--- src/rtl/hamming_7_4_tx_if.sv ---
// hamming_7_4_tx_if: word handshake, injection control and serial frame outputs of the Hamming(7,4) transmitter
interface hamming_7_4_tx_if #(
    parameter int COUNT_W = 8
);
    logic [3:0]         data_in;
    logic               in_valid;
    logic               in_ready;
    logic               inj_en;
    logic [2:0]         inj_pos;
    logic [7:1]         cw_out;
    logic               tx_bit;
    logic               tx_valid;
    logic               tx_first;
    logic               tx_last;
    logic               busy;
    logic [COUNT_W-1:0] frame_count;
    modport master (
        output data_in, in_valid, inj_en, inj_pos,
        input  in_ready, cw_out, tx_bit, tx_valid, tx_first, tx_last, busy, frame_count
    );
    modport slave (
        input  data_in, in_valid, inj_en, inj_pos,
        output in_ready, cw_out, tx_bit, tx_valid, tx_first, tx_last, busy, frame_count
    );
endinterface

--- src/rtl/hamming_7_4_tx.sv ---
// hamming_7_4_tx: encodes 4-bit words into Hamming(7,4) codewords and serializes them with frame markers
module hamming_7_4_tx #(
    parameter bit LSB_FIRST  = 1'b1,
    parameter int GAP_CYCLES = 0,
    parameter int COUNT_W    = 8
) (
    input logic             clk,
    input logic             rst,
    hamming_7_4_tx_if.slave bus
);
    typedef enum logic [1:0] {IDLE, SEND, GAP} state_t;
    state_t             state_q, state_d;
    logic [2:0]         idx_q, idx_d;
    logic [3:0]         gap_q, gap_d;
    logic [6:0]         cw_q, cw_d, enc, flip;
    logic [COUNT_W-1:0] cnt_q, cnt_d;
    logic               last_bit, ready, xfer, valid;
    logic [3:0]         d;
    // cw_q[i] holds codeword position i+1
    assign d        = bus.data_in;
    assign enc      = {d[0], d[1], d[2], d[2] ^ d[1] ^ d[0], d[3], d[3] ^ d[1] ^ d[0], d[3] ^ d[2] ^ d[0]};
    assign flip     = (bus.inj_en && bus.inj_pos != 3'd0) ? 7'd1 << (bus.inj_pos - 3'd1) : 7'd0;
    assign valid    = state_q == SEND;
    assign last_bit = valid && idx_q == 3'd6;
    assign ready    = state_q == IDLE || (last_bit && GAP_CYCLES == 0);
    assign xfer     = bus.in_valid && ready;
    always_comb begin
        state_d = state_q;
        idx_d   = idx_q + 3'd1;
        gap_d   = gap_q;
        cw_d    = cw_q;
        cnt_d   = cnt_q;
        if (xfer) begin
            state_d = SEND;
            idx_d   = 3'd0;
            cw_d    = enc ^ flip;
            cnt_d   = cnt_q + 1'b1;
        end else if (last_bit) begin
            state_d = GAP_CYCLES == 0 ? IDLE : GAP;
            gap_d   = 4'(GAP_CYCLES - 1);
        end else if (state_q == GAP) begin
            state_d = gap_q == 4'd0 ? IDLE : GAP;
            gap_d   = gap_q - 4'd1;
        end
    end
    always_ff @(posedge clk) begin
        if (rst) begin
            state_q <= IDLE;
            idx_q   <= '0;
            gap_q   <= '0;
            cw_q    <= '0;
            cnt_q   <= '0;
        end else begin
            state_q <= state_d;
            idx_q   <= idx_d;
            gap_q   <= gap_d;
            cw_q    <= cw_d;
            cnt_q   <= cnt_d;
        end
    end
    assign bus.in_ready    = ready;
    assign bus.tx_valid    = valid;
    assign bus.tx_bit      = valid && (LSB_FIRST ? cw_q[idx_q] : cw_q[3'd6 - idx_q]);
    assign bus.tx_first    = valid && idx_q == 3'd0;
    assign bus.tx_last     = last_bit;
    assign bus.busy        = state_q != IDLE;
    assign bus.cw_out      = cw_q;
    assign bus.frame_count = cnt_q;
endmodule

--- src/flat_wrapper.sv ---
// flat-port wrapper written by rule: the top's interface ports become plain ports
module hamming_7_4_tx_flat 
#(
    parameter bit LSB_FIRST  = 1'b1,
    parameter int GAP_CYCLES = 0,
    parameter int COUNT_W    = 8
)
  (clk, rst, bus_data_in, bus_in_valid, bus_inj_en, bus_inj_pos, bus_in_ready, bus_cw_out, bus_tx_bit, bus_tx_valid, bus_tx_first, bus_tx_last, bus_busy, bus_frame_count);
  hamming_7_4_tx_if #(.COUNT_W(COUNT_W)) bus_i ();
  input logic clk;
  input logic rst;
  input wire logic [$bits(bus_i.data_in)-1:0] bus_data_in;
  input wire logic [$bits(bus_i.in_valid)-1:0] bus_in_valid;
  input wire logic [$bits(bus_i.inj_en)-1:0] bus_inj_en;
  input wire logic [$bits(bus_i.inj_pos)-1:0] bus_inj_pos;
  output wire logic [$bits(bus_i.in_ready)-1:0] bus_in_ready;
  output wire logic [$bits(bus_i.cw_out)-1:0] bus_cw_out;
  output wire logic [$bits(bus_i.tx_bit)-1:0] bus_tx_bit;
  output wire logic [$bits(bus_i.tx_valid)-1:0] bus_tx_valid;
  output wire logic [$bits(bus_i.tx_first)-1:0] bus_tx_first;
  output wire logic [$bits(bus_i.tx_last)-1:0] bus_tx_last;
  output wire logic [$bits(bus_i.busy)-1:0] bus_busy;
  output wire logic [$bits(bus_i.frame_count)-1:0] bus_frame_count;
  assign bus_i.data_in = bus_data_in;
  assign bus_i.in_valid = bus_in_valid;
  assign bus_i.inj_en = bus_inj_en;
  assign bus_i.inj_pos = bus_inj_pos;
  assign bus_in_ready = bus_i.in_ready;
  assign bus_cw_out = bus_i.cw_out;
  assign bus_tx_bit = bus_i.tx_bit;
  assign bus_tx_valid = bus_i.tx_valid;
  assign bus_tx_first = bus_i.tx_first;
  assign bus_tx_last = bus_i.tx_last;
  assign bus_busy = bus_i.busy;
  assign bus_frame_count = bus_i.frame_count;
  hamming_7_4_tx #(.LSB_FIRST(LSB_FIRST), .GAP_CYCLES(GAP_CYCLES), .COUNT_W(COUNT_W)) u_core (.clk(clk), .rst(rst), .bus(bus_i));
endmodule
--- config.mk ---
export PLATFORM = sky130hd
export DESIGN_NAME = hamming_7_4_tx_flat
export DESIGN_NICKNAME = d
export VERILOG_FILES = /design/src/rtl/hamming_7_4_tx_if.sv /design/src/rtl/hamming_7_4_tx.sv /design/src/flat_wrapper.sv
export SDC_FILE = /design/constraint.sdc
export NUM_CORES = 1
export LEC_CHECK = 0
export ABC_AREA = 1
export CAP_MARGIN = 20
export CORE_ASPECT_RATIO = 1.75
export CORE_MARGIN = 4
export CORE_UTILIZATION = 46
export DETAILED_ROUTE_END_ITERATION = 8
export GPL_TIMING_DRIVEN = 0
export PLACE_DENSITY = 0.76
export SLEW_MARGIN = 30
export SYNTH_ARGS = -nofsm -noshare
export SYNTH_HDL_FRONTEND = slang
export SYNTH_SLANG_ARGS = --single-unit
export TNS_END_PERCENT = 50
--- constraint.sdc ---
create_clock -name clk -period 1.4 [get_ports clk]
set_input_delay 0.28 -clock clk [delete_from_list [all_inputs] [get_ports clk]]
set_output_delay 0.28 -clock clk [all_outputs]
set_load 0.03 [all_outputs]
==> results of run 1 <==
[cell usage after synthesis]
cell type	count
clkbuf_1	2
o211ai_1	1
nor2_2	1
nand4_1	5
xnor2_1	1
dfxtp_1	24
inv_2	1
or2_2	1
a21oi_4	1
nand3b_1	1
o21ai_2	1
buf_6	2
clkinv_1	1
nor2_1	31
buf_4	1
nand3_1	28
nor2_4	1
nand2_1	78
buf_2	1
a21oi_1	15
nand2_2	2
xor2_1	3
o21bai_2	1
ha_1	7
nor3_1	1
o21ai_0	7
inv_1	38
[state kept, by name (all words and copies together), names as in the netlist]
register	cells
u_core.bus.frame_count	8
u_core.gap_q	4
u_core.bus.cw_out	7
u_core.state_q	2
u_core.idx_q	3
[routing by layer]
| layer | track usage, % | up-vias |
|---|---|---|
| li1 | - | 891 |
| met1 | 20.00 | 787 |
| met2 | 34.95 | 49 |
| met3 | 0.6957 | 11 |
| met4 | 10.23 | 0 |
| met5 | 0 | - |
[timing repair]
item | CTS | global route
cloned | 1 | 1
gates resized for setup | 76 | 33
setup buffers | 4 | 0
pin swaps | 4 | 3
endpoints found under the setup margin | 38 | 32
[logic make-up (layout without fill, tap and decap cells)]
group                    Yosys count  after routing
adder cells (fa/ha/maj)            7              7
flip-flops                        24             24
buffers and inverters             46             87
AND/OR/NAND/NOR                  149            149
XOR/XNOR                           4              4
AO/OA/AOI/OAI                     26             26
[cell type report]
class	instances	area (µm²)
Multi-Input combinational cell	186	1071
Fill cell	283	940.9
Buffer	6	57.56
Timing Repair Buffer	37	372.9
Tap cell	43	53.80
Inverter	40	157.7
Clock buffer	4	66.31
Sequential cell	24	489.2
[worst max-delay path, delay by kind of cell (launching register included)]
kind	cells	cell delay (ns)
fa+ha+maj	1	0.13
compound gates	1	0.19
buf+inv	2	0.27
simple gates	1	0.06
flops	1	0.38
[power by group through the flow]
stage | clock network [µW] | logic (µW) | registers (µW)
6_report | 549 | 540 | 748
3_3_place_gp | 0 | 452 | 766
2_1_floorplan | 0 | 249 | 808
4_1_cts | 545 | 493 | 745
5_1_grt | 579 | 592 | 753
3_5_place_dp | 0 | 456 | 767
[metrics by stage]
step | utilization, % | setup slack (ns) | std cells
after detailed placement | 62.34 | -0.5839 | 330
final | 70.68 | -0.1653 | 340
after global placement | 62.34 | -0.5448 | 330
after floorplan | - | -0.1001 | 256
after global routing | 70.68 | -0.2415 | 340
after CTS | 67.10 | -0.1878 | 339
[path summary, 6_finish.rpt]
check                           cells past startpoint  slack [ns]               from                        end
worst max-delay path                                5       -0.17    u_core.idx_q[1]               bus_in_ready
worst min-delay path                                5        0.48     bus_data_in[0]       u_core.bus.cw_out[7]
worst max register to register                     10       -0.09    u_core.idx_q[1]  u_core.bus.frame_count[5]
worst min register to register                      2        0.49  u_core.state_q[0]          u_core.state_q[0]
==> metrics.txt, run 1 <==
status complete, but fails checks; violated checks setup timing; worst-path cell chain buf_6 -> ha_4 -> nand2_2 -> a21oi_4 -> buf_6; most area-consuming cells after synthesis dfxtp_1 30%, nand2_1 19%, inv_1 9.0%; Core Region 3209 µm²; design area 2268 µm²; antenna viol nets, final 0; count of different cell masters after synthesis 27; Synth area leader dfxtp_1; post-synth top area share 30.43%; main combinational cell family by area after synthesis simple AND/OR/NAND/NOR gates; n_diodes 0; global placer's final weighted congestion 0.8036; Largest stage delay, worst path 0.38 ns; Die X 52.29 µm; clock tree root driver cell clkbuf_8; critical path type reg -> out; first-pass GRT wire length 6603 µm; post-DR wirelength/cell 12.28 µm; WL final 4174 µm; initial antenna violation count 0; Crit-path slowest cell dfxtp_4; Net Sw Frac 32.18%; row count 27; Worst IR Drop VDD 0.5682 mV; Clk pwr share 29.9%; largest net degree at the start of global routing 15; Worst-Skew Late Latency 0.28 ns; vias in the first global route 1597; endpoints failing hold 0; Syn Inst Count 256; Clock Sinks 24; nets@finish 316; synthesized area 1579 µm²; Post-Synth Simple-Gate Area 39.86%; IO buf count 31; cts hold-fix bufs 0; most frequent cells in the layout 73 x nand2_1, 35 x inv_1, 25 x nor2_1; DRC 0; relative slew slack 60.27%; drt pass-1 iters 6; P_leak 0.001115 µW; Total Power 1836 µW; P_sw 591.0 µW; synthesis-stage register bit count 24; number of DRC markers in iteration 0 35; fin. max-slew vios 0; wire length on met2 2315 µm; critical path fanouts, max 4; # IOs 32; Ys Warns 0; layout cells sized above 1 22.22%; Initial Util 49.20%; Period minus WS final 1.565 ns; Post-Syn Area per Cell 6.168 µm²; global route overflow 0; Req. time, crit path 1.12 ns; Placed Area 2001 µm²; Seq/Total Area, Yosys 30.43%; register clock-pin slew on the reported worst setup and hold paths 0.08 ns; Crit path top cell by count buf_6; Logic pwr share 29.4%; Post-Route M1 WL 1580 µm; Worst EP arrival 1.29 ns; endpoint class of the critical path primary output; TritonCTS clock tree built; post-synthesis mux area share 0%; Least-Margin Pin Slew 0.5960 ns; RSZ-0062 raised after global routing true; drt via density 5.112; share of power burned in registers 40.7%; final hold slack 0.4786 ns; CTS buffer count 3; Post-Syn Nets 274; Synth Area in Adders 5.547%; Setup crit start kind register; routed vias 1738; clock skew 0.009568 ns; PnR worst setup slack -0.1653 ns; number of H-tree levels 1; PwrDens 809.6 nW/µm²; xor-xnor portion of the synthesized cell area 2.219%; die area 4471 µm²; hpwl dp 2986 µm; die height 85.51 µm; post-route setup TNS -1.427 ns; Synth Area in Compound Gates 9.746%; maximum clock rate 638.8 MHz; WL met3 132 µm; min-delay worst type in -> reg; synthesis-to-layout area growth 43.66%; maximum root-to-sink buffer count 2; commonest non-fill, non-tap cell in the layout nand2_1; top layer in use met4; internal power contribution 1245 µW; Finish-stage setup viols 23; gr usage total 18.75%; period utilisation layout 111.8%; # Max-Cap Violations 0
No activity file was read; power rests on OpenSTA's default activity.
==> run 2: changes to the inputs <==
--- a/config.mk
+++ b/config.mk
@@ -12,7 +12,7 @@
 export CORE_UTILIZATION = 46
 export DETAILED_ROUTE_END_ITERATION = 8
 export GPL_TIMING_DRIVEN = 0
-export PLACE_DENSITY = 0.76
+export PLACE_DENSITY = 0.82
 export SLEW_MARGIN = 30
 export SYNTH_ARGS = -nofsm -noshare
 export SYNTH_HDL_FRONTEND = slang
==> run 2 against run 1 <==
Utilization shrank 0.23 points. The run still ends with setup timing left. Wire length rose by 2.1%. Critical path type unchanged. Maximum frequency decreased by 2.3%. Final area down 0.33%. Non-clock buffer count grew 2.
==> metrics.txt, run 2 (synthesis results as in run 1) <==
Finish-stage setup viols 26 (+13%); status complete, but fails checks; worst reg2reg setup slack -0.13 ns (-0.04 ns); final cell count without fillers 342 (+0.59%); Worst IR Drop VDD 0.3990 mV (-30%); Worst R2R Start u_core.idx_q[0]; number of DRC markers in iteration 0 39 (+11%); Clk pwr share 26.9% (-3.0 points); fin. max-slew vios 0 (unchanged); clock tree root driver cell clkbuf_8; Core Region 3209 µm² (unchanged); register clock-pin slew on the reported worst setup and hold paths 0.09 ns (about the same); cts hold-fix bufs 0 (unchanged); global placer's final weighted congestion 0.8308 (+3.4%); period utilisation layout 114.4% (+2.6 points); most frequent cells in the layout 74 x nand2_1, 33 x inv_1, 25 x nor2_1; FF-to-FF path depth 9 (-1); global route overflow 0 (unchanged); Largest stage delay, worst path 0.38 ns (about the same); Logic pwr share 30.3% (+0.9 points); Initial Util 49.20% (unchanged); hpwl dp 2950 µm (-1.2%); Die X 52.29 µm (unchanged); clock skew 0.005477 ns (-0.004091 ns); largest net degree at the start of global routing 14 (-1); P_leak 0.001100 µW (-1.4%); first-pass GRT wire length 6630 µm (+0.41%); HP Start u_core.bus.frame_count[7]; Worst-Skew Late Latency 0.27 ns (about the same); relative slew slack 58.58% (-1.7 points); synthesis-to-layout area growth 43.19%; critical path type reg -> out; # Max-Cap Violations 0 (unchanged); max reg flops 8 (unchanged); CTS buffer count 3 (unchanged); TritonCTS clock tree built; layout cells sized above 1 22.74% (+0.52 points); share of power burned in registers 42.7% (+2.0 points); n_diodes 0 (unchanged); commonest non-fill, non-tap cell in the layout nand2_1; maximum clock rate 624.3 MHz (-2.3%); vias in the first global route 1598 (+0.063%); PnR worst setup slack -0.2018 ns (-0.03641 ns); antenna viol nets, final 0 (unchanged); maximum root-to-sink buffer count 2 (unchanged); DRC 0 (unchanged); Clock Sinks 24 (unchanged); WL final 4263 µm (+2.1%); post-DR wirelength/cell 12.46 µm (+1.5%); RSZ-0062 raised after global routing true; PwrDens 774.5 nW/µm² (-4.3%); worst-path cell chain inv_6 -> ha_4 -> nand2_2 -> a21oi_4 -> buf_6; Filler cells 259 (-8.5%); Period minus WS final 1.602 ns (+0.03641 ns); Req. time, crit path 1.12 ns (about the same); IO buf count 31 (unchanged); number of H-tree levels 1 (unchanged); die area 4471 µm² (unchanged); gr usage total 18.84% (+0.095 points); nets@finish 318 (+0.63%); Crit-path slowest cell dfxtp_4; Setup crit start kind register; Hold Crit Depth 2 (-3); min-delay worst type reg -> reg; violated checks setup timing; die height 85.51 µm (unchanged); DP Cell Count 330 (unchanged); Net Sw Frac 32.96% (+0.78 points); drt pass-1 iters 4 (-2); endpoints failing hold 0 (unchanged); initial antenna violation count 0 (unchanged); critical path fanouts, max 6 (+2); Final Core Density 70.45% (-0.23 points); CP Buf/Inv Count 2 (unchanged); row count 27 (unchanged); internal power contribution 1174 µW (-5.7%); Worst Hold Path EP u_core.bus.frame_count[7]; endpoint class of the critical path primary output; Worst EP arrival 1.32 ns (+0.03 ns); Least-Margin Pin Slew 0.6213 ns (+0.02524 ns); routed vias 1749 (+0.63%); kind of cell adding the most delay to the critical path flip-flops; R2R Path End u_core.bus.cw_out[3]; # IOs 32 (unchanged); P_sw 577.1 µW (-2.3%); drt via density 5.114 (about the same)
run 2: cell count changes in the layout (fill, tap and decap cells not counted), sizes merged:
cell	before	now
buf	15	16
clkbuf	9	8
clkdlybuf4s15	2	3
clkdlybuf4s50	6	7
dlygate4sd2	14	15
dlymetal6s2s	1	0
run 2: through the flow:
stage	instance area, µm²	power, µW	setup WS [ns]	hold WS (ns)	setup TNS, ns
2_1_floorplan	1637	1057	-0.1001	0.4249	-1.074
3_3_place_gp	2001	1215	-0.5407	0.4669	-5.247
3_5_place_dp	2001	1222	-0.5614	0.4695	-5.664
4_1_cts	2121	1696	-0.1988	0.4951	-0.8081
5_1_grt	2261	1837	-0.2522	0.5489	-3.953
6_report	2261	1751	-0.2018	0.5081	-2.122
run 2: worst reg2reg max path, cell delays in order (launching register included):
cell       delay, ns
dfxtp_4         0.38
inv_6           0.09
ha_4            0.14
nand2_2         0.06
a21oi_4         0.21
nand2_4         0.14
clkbuf_16       0.19
a21oi_2         0.13
nand2_1         0.09
inv_1           0.06
run 2: what timing repair did:
item / in CTS / in global routing
setup buffers: 4 / 2
setup endpoints to repair: 40 / 30
pin swaps: 7 / 3
gates cloned: 0 / 2
resized for setup: 75 / 28
run 2: power groups by stage:
stage / Sequential (µW) / Combinational (µW) / Clock [µW]
after floorplan: 808 / 249 / 0
after global placement: 766 / 449 / 0
after detailed placement: 766 / 456 / 0
after CTS: 750 / 473 / 473
after global routing: 754 / 581 / 502
final: 748 / 531 / 471
run 2: worst max path at each step:
stage	slack, ns	depth (start not counted)	startpoint	end
floorplan	-0.10	10	u_core.idx_q[0]	u_core.bus.frame_count[6]
global placement	-0.54	10	bus_inj_pos[0]	u_core.bus.cw_out[6]
detailed placement	-0.56	10	bus_inj_pos[1]	u_core.bus.cw_out[7]
CTS	-0.20	7	u_core.idx_q[0]	bus_tx_bit
global route	-0.25	7	u_core.idx_q[0]	bus_tx_bit
finish	-0.20	5	u_core.idx_q[0]	bus_in_ready
run 2: area by class of cell:
cell class / count / area [µm²] / area share [%]
Buffer: 6 / 53.80 / 2.380
Clock buffer: 4 / 55.05 / 2.435
Inverter: 40 / 160.2 / 7.084
Multi-Input combinational cell: 186 / 1061 / 46.93
Sequential cell: 24 / 495.5 / 21.91
Tap cell: 43 / 53.80 / 2.380
Timing Repair Buffer: 39 / 381.6 / 16.88
run 2: per-layer routing:
layer	track usage [%]	part of all wire (%)
met2	36.65	56
met3	0.6957	2.2
met1	19.33	39
met4	8.837	2.7
met5	0	0
